$ cat config.mk
export PLATFORM = sky130hd
export DESIGN_NAME = prog_loader
export DESIGN_NICKNAME = d
export VERILOG_FILES = /design/src/rtl/prog_loader_pkg.sv /design/src/rtl/prog_loader_wpack.sv /design/src/rtl/prog_loader.sv
export SDC_FILE = /design/constraint.sdc
export NUM_CORES = 1
export LEC_CHECK = 0
export ABC_AREA = 1
export ABC_CLOCK_PERIOD_IN_PS = 2100
export BUFFER_PORTS_ARGS = -buffer_cell sky130_fd_sc_hd__buf_2
export CORE_ASPECT_RATIO = 0.7
export CORE_UTILIZATION = 40
export DETAILED_ROUTE_END_ITERATION = 6
export PLACE_DENSITY = 0.6
export SYNTH_ARGS = -nofsm -noshare
export SYNTH_HDL_FRONTEND = slang
export SYNTH_SLANG_ARGS = --single-unit
$ cat constraint.sdc
create_clock -name clk -period 2.1 [get_ports clk]
set_input_delay 0.42 -clock clk [delete_from_list [all_inputs] [get_ports clk]]
set_output_delay 0.42 -clock clk [all_outputs]
set_load 0.1 [all_outputs]
$ cat src/rtl/prog_loader_pkg.sv
// Shared definitions for the instruction-memory boot loader: frame field widths,
// FSM state encoding and small state-classification helpers.
package prog_loader_pkg;

  localparam int LEN_W  = 16;
  localparam int BYTE_W = 8;

  typedef enum logic [2:0] {
    ST_IDLE   = 3'd0,
    ST_LEN_HI = 3'd1,
    ST_LEN_LO = 3'd2,
    ST_DATA   = 3'd3,
    ST_WRITE  = 3'd4,
    ST_CKSUM  = 3'd5,
    ST_DONE   = 3'd6,
    ST_ERR    = 3'd7
  } state_e;

  // States in which a frame byte may be taken from the stream.
  function automatic logic accepts_byte(input state_e s);
    return (s == ST_LEN_HI) || (s == ST_LEN_LO) || (s == ST_DATA) || (s == ST_CKSUM);
  endfunction

  function automatic logic is_busy(input state_e s);
    return accepts_byte(s) || (s == ST_WRITE);
  endfunction

  function automatic logic is_rearmable(input state_e s);
    return (s == ST_IDLE) || (s == ST_DONE) || (s == ST_ERR);
  endfunction

endpackage

$ cat src/rtl/prog_loader_wpack.sv
// Byte-to-word assembler: shifts stream bytes in MSB first and flags the byte
// that completes the current instruction word.
module prog_loader_wpack
  import prog_loader_pkg::*;
#(
  parameter int INSN_W = 16
) (
  input  logic              clk,
  input  logic              rst_n,
  input  logic              clear_i,
  input  logic              shift_i,
  input  logic [BYTE_W-1:0] byte_i,
  output logic [INSN_W-1:0] word_o,
  output logic              last_byte_o
);

  localparam int BYTES = INSN_W / BYTE_W;

  logic [2:0]        idx_q, idx_d;
  logic [INSN_W-1:0] word_q, word_d;
  logic [INSN_W-1:0] shifted;

  generate
    if (INSN_W == BYTE_W) begin : g_single
      assign shifted = byte_i;
    end else begin : g_multi
      assign shifted = {word_q[INSN_W-BYTE_W-1:0], byte_i};
    end
  endgenerate

  assign last_byte_o = (idx_q == 3'(BYTES - 1));
  assign word_o      = word_q;

  always_comb begin
    idx_d  = idx_q;
    word_d = word_q;
    if (clear_i) begin
      idx_d  = '0;
      word_d = '0;
    end else if (shift_i) begin
      word_d = shifted;
      idx_d  = last_byte_o ? 3'd0 : idx_q + 3'd1;
    end
  end

  always_ff @(posedge clk or negedge rst_n) begin
    if (!rst_n) begin
      idx_q  <= '0;
      word_q <= '0;
    end else begin
      idx_q  <= idx_d;
      word_q <= word_d;
    end
  end

endmodule

$ cat src/rtl/prog_loader.sv
// Boot-time instruction memory writer: receives a length/data/checksum frame,
// writes words from address 0 and releases the core only after a clean load.
module prog_loader
  import prog_loader_pkg::*;
#(
  parameter int INSN_W = 16,
  parameter int ADDR_W = 8
) (
  input  logic              clk,
  input  logic              rst_n,
  input  logic              start_i,
  input  logic [7:0]        rx_data,
  input  logic              rx_valid,
  output logic              rx_ready,
  output logic              mem_we,
  output logic [ADDR_W-1:0] mem_addr,
  output logic [INSN_W-1:0] mem_wdata,
  output logic              cpu_reset,
  output logic              busy,
  output logic              done,
  output logic              error
);

  // Largest legal word count is the full memory capacity, so one extra bit.
  localparam logic [LEN_W:0] CAPACITY = (LEN_W+1)'(1) << ADDR_W;

  state_e            state_q, state_d;
  logic [LEN_W-1:0]  len_q, len_d;
  logic [LEN_W-1:0]  wcount_q, wcount_d;
  logic [ADDR_W-1:0] addr_q, addr_d;
  logic [7:0]        cksum_q, cksum_d;

  logic              accept;
  logic              pack_clear;
  logic              pack_shift;
  logic              last_byte;
  logic [INSN_W-1:0] word;
  logic [LEN_W-1:0]  new_len;
  logic [LEN_W-1:0]  wcount_inc;

  assign accept     = rx_valid && rx_ready;
  assign new_len    = {len_q[LEN_W-1:8], rx_data};
  assign wcount_inc = wcount_q + LEN_W'(1);

  prog_loader_wpack #(
    .INSN_W (INSN_W)
  ) u_wpack (
    .clk         (clk),
    .rst_n       (rst_n),
    .clear_i     (pack_clear),
    .shift_i     (pack_shift),
    .byte_i      (rx_data),
    .word_o      (word),
    .last_byte_o (last_byte)
  );

  always_comb begin
    state_d    = state_q;
    len_d      = len_q;
    wcount_d   = wcount_q;
    addr_d     = addr_q;
    cksum_d    = cksum_q;
    pack_clear = 1'b0;
    pack_shift = 1'b0;

    unique case (state_q)
      ST_IDLE, ST_DONE, ST_ERR: begin
        if (start_i) begin
          state_d    = ST_LEN_HI;
          len_d      = '0;
          wcount_d   = '0;
          addr_d     = '0;
          cksum_d    = '0;
          pack_clear = 1'b1;
        end
      end
      ST_LEN_HI: begin
        if (accept) begin
          len_d   = {rx_data, 8'h00};
          cksum_d = cksum_q ^ rx_data;
          state_d = ST_LEN_LO;
        end
      end
      ST_LEN_LO: begin
        if (accept) begin
          len_d   = new_len;
          cksum_d = cksum_q ^ rx_data;
          if ({1'b0, new_len} > CAPACITY) begin
            state_d = ST_ERR;
          end else if (new_len == '0) begin
            state_d = ST_CKSUM;
          end else begin
            state_d = ST_DATA;
          end
        end
      end
      ST_DATA: begin
        if (accept) begin
          pack_shift = 1'b1;
          cksum_d    = cksum_q ^ rx_data;
          if (last_byte) begin
            state_d = ST_WRITE;
          end
        end
      end
      ST_WRITE: begin
        addr_d   = addr_q + ADDR_W'(1);
        wcount_d = wcount_inc;
        state_d  = (wcount_inc == len_q) ? ST_CKSUM : ST_DATA;
      end
      ST_CKSUM: begin
        if (accept) begin
          state_d = (rx_data == cksum_q) ? ST_DONE : ST_ERR;
        end
      end
      default: state_d = ST_IDLE;
    endcase
  end

  always_ff @(posedge clk or negedge rst_n) begin
    if (!rst_n) begin
      state_q  <= ST_IDLE;
      len_q    <= '0;
      wcount_q <= '0;
      addr_q   <= '0;
      cksum_q  <= '0;
    end else begin
      state_q  <= state_d;
      len_q    <= len_d;
      wcount_q <= wcount_d;
      addr_q   <= addr_d;
      cksum_q  <= cksum_d;
    end
  end

  // The core stays in reset everywhere except after a verified load.
  assign rx_ready  = accepts_byte(state_q);
  assign mem_we    = (state_q == ST_WRITE);
  assign mem_addr  = addr_q;
  assign mem_wdata = word;
  assign cpu_reset = (state_q != ST_DONE);
  assign busy      = is_busy(state_q);
  assign done      = (state_q == ST_DONE);
  assign error     = (state_q == ST_ERR);

endmodule
==> flow_summary.json <==
{
  "dr.pass1.iters": 5,
  "met3_length_microns": 712,
  "synth-seq-cells": 70,
  "drv_cap": 0,
  "final_nets": 583,
  "fin_setup_tns_ns": 0,
  "peakVddDrop_uv": 674.7,
  "crit_buf_inv": 4,
  "wl_mm": 10.77,
  "cts.sinks": 70,
  "rsz0062_at_grt": "yes",
  "worst-path-max-fanout": 6,
  "power_frac_seq": 0.261,
  "initialDrtViolationCount": 247,
  "syn_to_final_growth_pct": 23.69,
  "synth_nets": 520,
  "synthTopCellsByCount": "106 x nand2_1, 89 x nand3_1, 70 x dfrtp_1, 70 x inv_1, 45 x o21ai_0",
  "start_util": 0.4206,
  "mappedNetlistArea_sq_um": 3876,
  "synth_most_common_cell": "nand2_1",
  "hp-class": "in2async",
  "clk_latency_ns": 0.33,
  "die_w_microns": 119.7,
  "max_freq_mhz": 496.6,
  "cp-start-kind": "register",
  "post-dp-hpwl_mm": 8.045,
  "async_flop_share": 1.000,
  "finalCritPeriodShare": 0.9589,
  "path_clk_slew_ns": 0.06,
  "crit_family": "buffers and inverters",
  "grt_pass1_wl_mm": 17.62,
  "rows": 29,
  "synth_edf_count": 0,
  "gp_congestion": 0.9457,
  "antenna_found_initial": 0,
  "ys_types": 33,
  "power.switching_w": 0.003770,
  "fp.coreArea_sq_um": 9216,
  "grt_max_degree": 28,
  "die_y_microns": 84.36,
  "cts_max_level": 3,
  "layout-drive-gt1-share": 0.1916,
  "synth_area_leaders": "dfrtp_1 45%, nand3_1 11%, nand2_1 10%",
  "status": "finished, final reports clean",
  "numCtsBuffers": 9,
  "met1_length_mm": 5.545,
  "port_buffers": 41,
  "netlist_instances": 506,
  "required_ns": 1.68,
  "drtAntennaViolNets": 0,
  "whs_ns": 0.1285,
  "max_stage_delay_ns": 0.43,
  "top_layer": "met4",
  "slew_viol_final": 0,
  "intPower_w": 0.003850,
  "vias_per_cell": 5.322,
  "crit_chain": "inv_1, nor2_4, inv_1, nor2_4, buf_4, buf_12",
  "end_kind": "primary output",
  "leakage_nw": 2.283,
  "skew_ns": 0.007784,
  "vias": 3715,
  "synth_area_per_cell_sq_um": 7.661,
  "cts_tree": "built",
  "ioPinCount": 42,
  "hold_violations": 0,
  "yosys_warnings": 0,
  "pwr-share-comb": 0.522,
  "synth_top_area_frac": 0.4519,
  "clkPwrFrac": 0.217,
  "crit_type": "reg2out",
  "cellPowerDensity_nw_per_um2": 1589,
  "synth_top_area_cell": "dfrtp_1",
  "pre_cts_slack_ns": 0.07900,
  "cts_root_buffer": "clkbuf_16",
  "post_drt_wl_per_cell_microns": 15.42,
  "wl_met2_mm": 4.454,
  "cp.arrival_ns": 1.59,
  "ys_seq_area_frac": 0.4519,
  "drc": 0,
  "diodes": 0,
  "worst_slack_ns": 0.08637,
  "worstMarginPinSlew_ns": 0.6640,
  "critPathSlowestCell": "dfrtp_2",
  "first_global_vias": 3437,
  "grt_overflow": 0,
  "period_needed_ns": 2.014,
  "hold_buffers": 0,
  "synthFlopType": "dfrtp_1",
  "cts_max_path_buffers": 2,
  "die-area_sq_um": 10090,
  "slew_headroom": 0.5573,
  "grt_util_all_layers": 0.2260,
  "p_sw_frac": 0.4947,
  "setup_viol": 0
}
-- what timing repair did --
item / in CTS / in global routing
resized for setup: 2 / 13
setup buffers: 1 / 2
endpoints found under the setup margin: 1 / 21
pin swaps: 1 / 4
endpoints found under the hold margin: 0 / 0
-- final cells by class --
type | count | area (sq um)
clock inverters | 5 | 82.58
multi-input cells | 351 | 1842
fillers | 885 | 4422
flip-flops and latches | 70 | 1757
inverters | 75 | 282.8
well taps | 124 | 155.1
repair buffers | 62 | 432.9
clock buffers | 11 | 242.7
-- flip-flops by register name (all words and copies together) (netlist names) --
register        flops
len_q              16
u_wpack.idx_q       3
mem_addr            8
u_wpack.word_o     16
cksum_q             8
state_q             3
wcount_q           16
-- final timing paths --
path,startpoint,cells after the start,endpoint,slack (ns)
setup / recovery,state_q[2],6,mem_we,0.09
hold / removal,rst_n,1,wcount_q[10],0.13
setup reg to reg,wcount_q[0],14,state_q[1],0.11
hold reg to reg,mem_addr[7],1,mem_addr[7],0.47
max in group asynchronous,rst_n,2,state_q[2],1.38
min in group clk,rx_data[4],3,len_q[4],0.43
-- power by group through the flow --
stage	clock network (W)	logic, W	registers, W
after floorplan	0	0.00204	0.00279
after global placement	0	0.00377	0.00198
after detailed placement	0	0.00379	0.00199
after CTS	0.00167	0.00382	0.00197
after global routing	0.00174	0.00428	0.00203
final	0.00165	0.00398	0.00199
-- metal layers --
metal  vias to the layer above  track usage
met1                      1781       0.3570
met5                         -            0
met4                         0      0.04091
met3                         5      0.05095
met2                       121       0.3127
li1                       1808            -
-- stage by stage --
step	util	cell area, sq um	std cells	total power [W]
3_5_place_dp	0.4757	4384	679	0.005784
3_3_place_gp	0.4757	4384	679	0.005748
2_1_floorplan	-	3886	506	0.004829
5_1_grt	0.5202	4795	698	0.008055
4_1_cts	0.5125	4723	696	0.007470
6_report	0.5202	4795	698	0.007620
-- logic make-up after synthesis --
group | after synthesis | share of synthesized area
buffers and inverters | 85 | 0.08650
xor gates and xnor gates | 13 | 0.03325
and+or+nand+nor | 259 | 0.3121
adders and majority gates | 2 | 0.006455
AOI/OAI and AO/OA | 77 | 0.1098
DFF | 70 | 0.4519
-- cells in the final DEF (no fill, tap or decap), drive strengths merged --
| cell type | instances |
|---|---|
| nor4 | 5 |
| a21oi | 11 |
| ha | 2 |
| nor2 | 40 |
| xor3 | 1 |
| nor3 | 3 |
| nand2 | 108 |
| o31ai | 1 |
| o32ai | 2 |
| o22ai | 13 |
| buf | 61 |
| nand3 | 89 |
| and3 | 1 |
| inv | 74 |
| clkinv | 4 |
| clkbuf | 12 |
| o21ai | 49 |
| bufinv | 2 |
| or2 | 1 |
| nand4 | 12 |
| xor2 | 12 |
| o21a | 1 |
| dfrtp | 70 |
-- worst reg2reg max path, cell delays in order, from the launching register on --
cell and delay [ns]:
dfrtp_2 0.41, ha_4 0.15, nand2_1 0.11, nor2_4 0.23
nand3_1 0.15, nand3_1 0.12, nand2_1 0.05, nor2_1 0.08
nand3_1 0.12, nor2_1 0.16, nand3_1 0.08, nand2_1 0.07
nand2_1 0.05, nand2_1 0.06, nand2_1 0.05
Power figures use the tool's default switching activity.
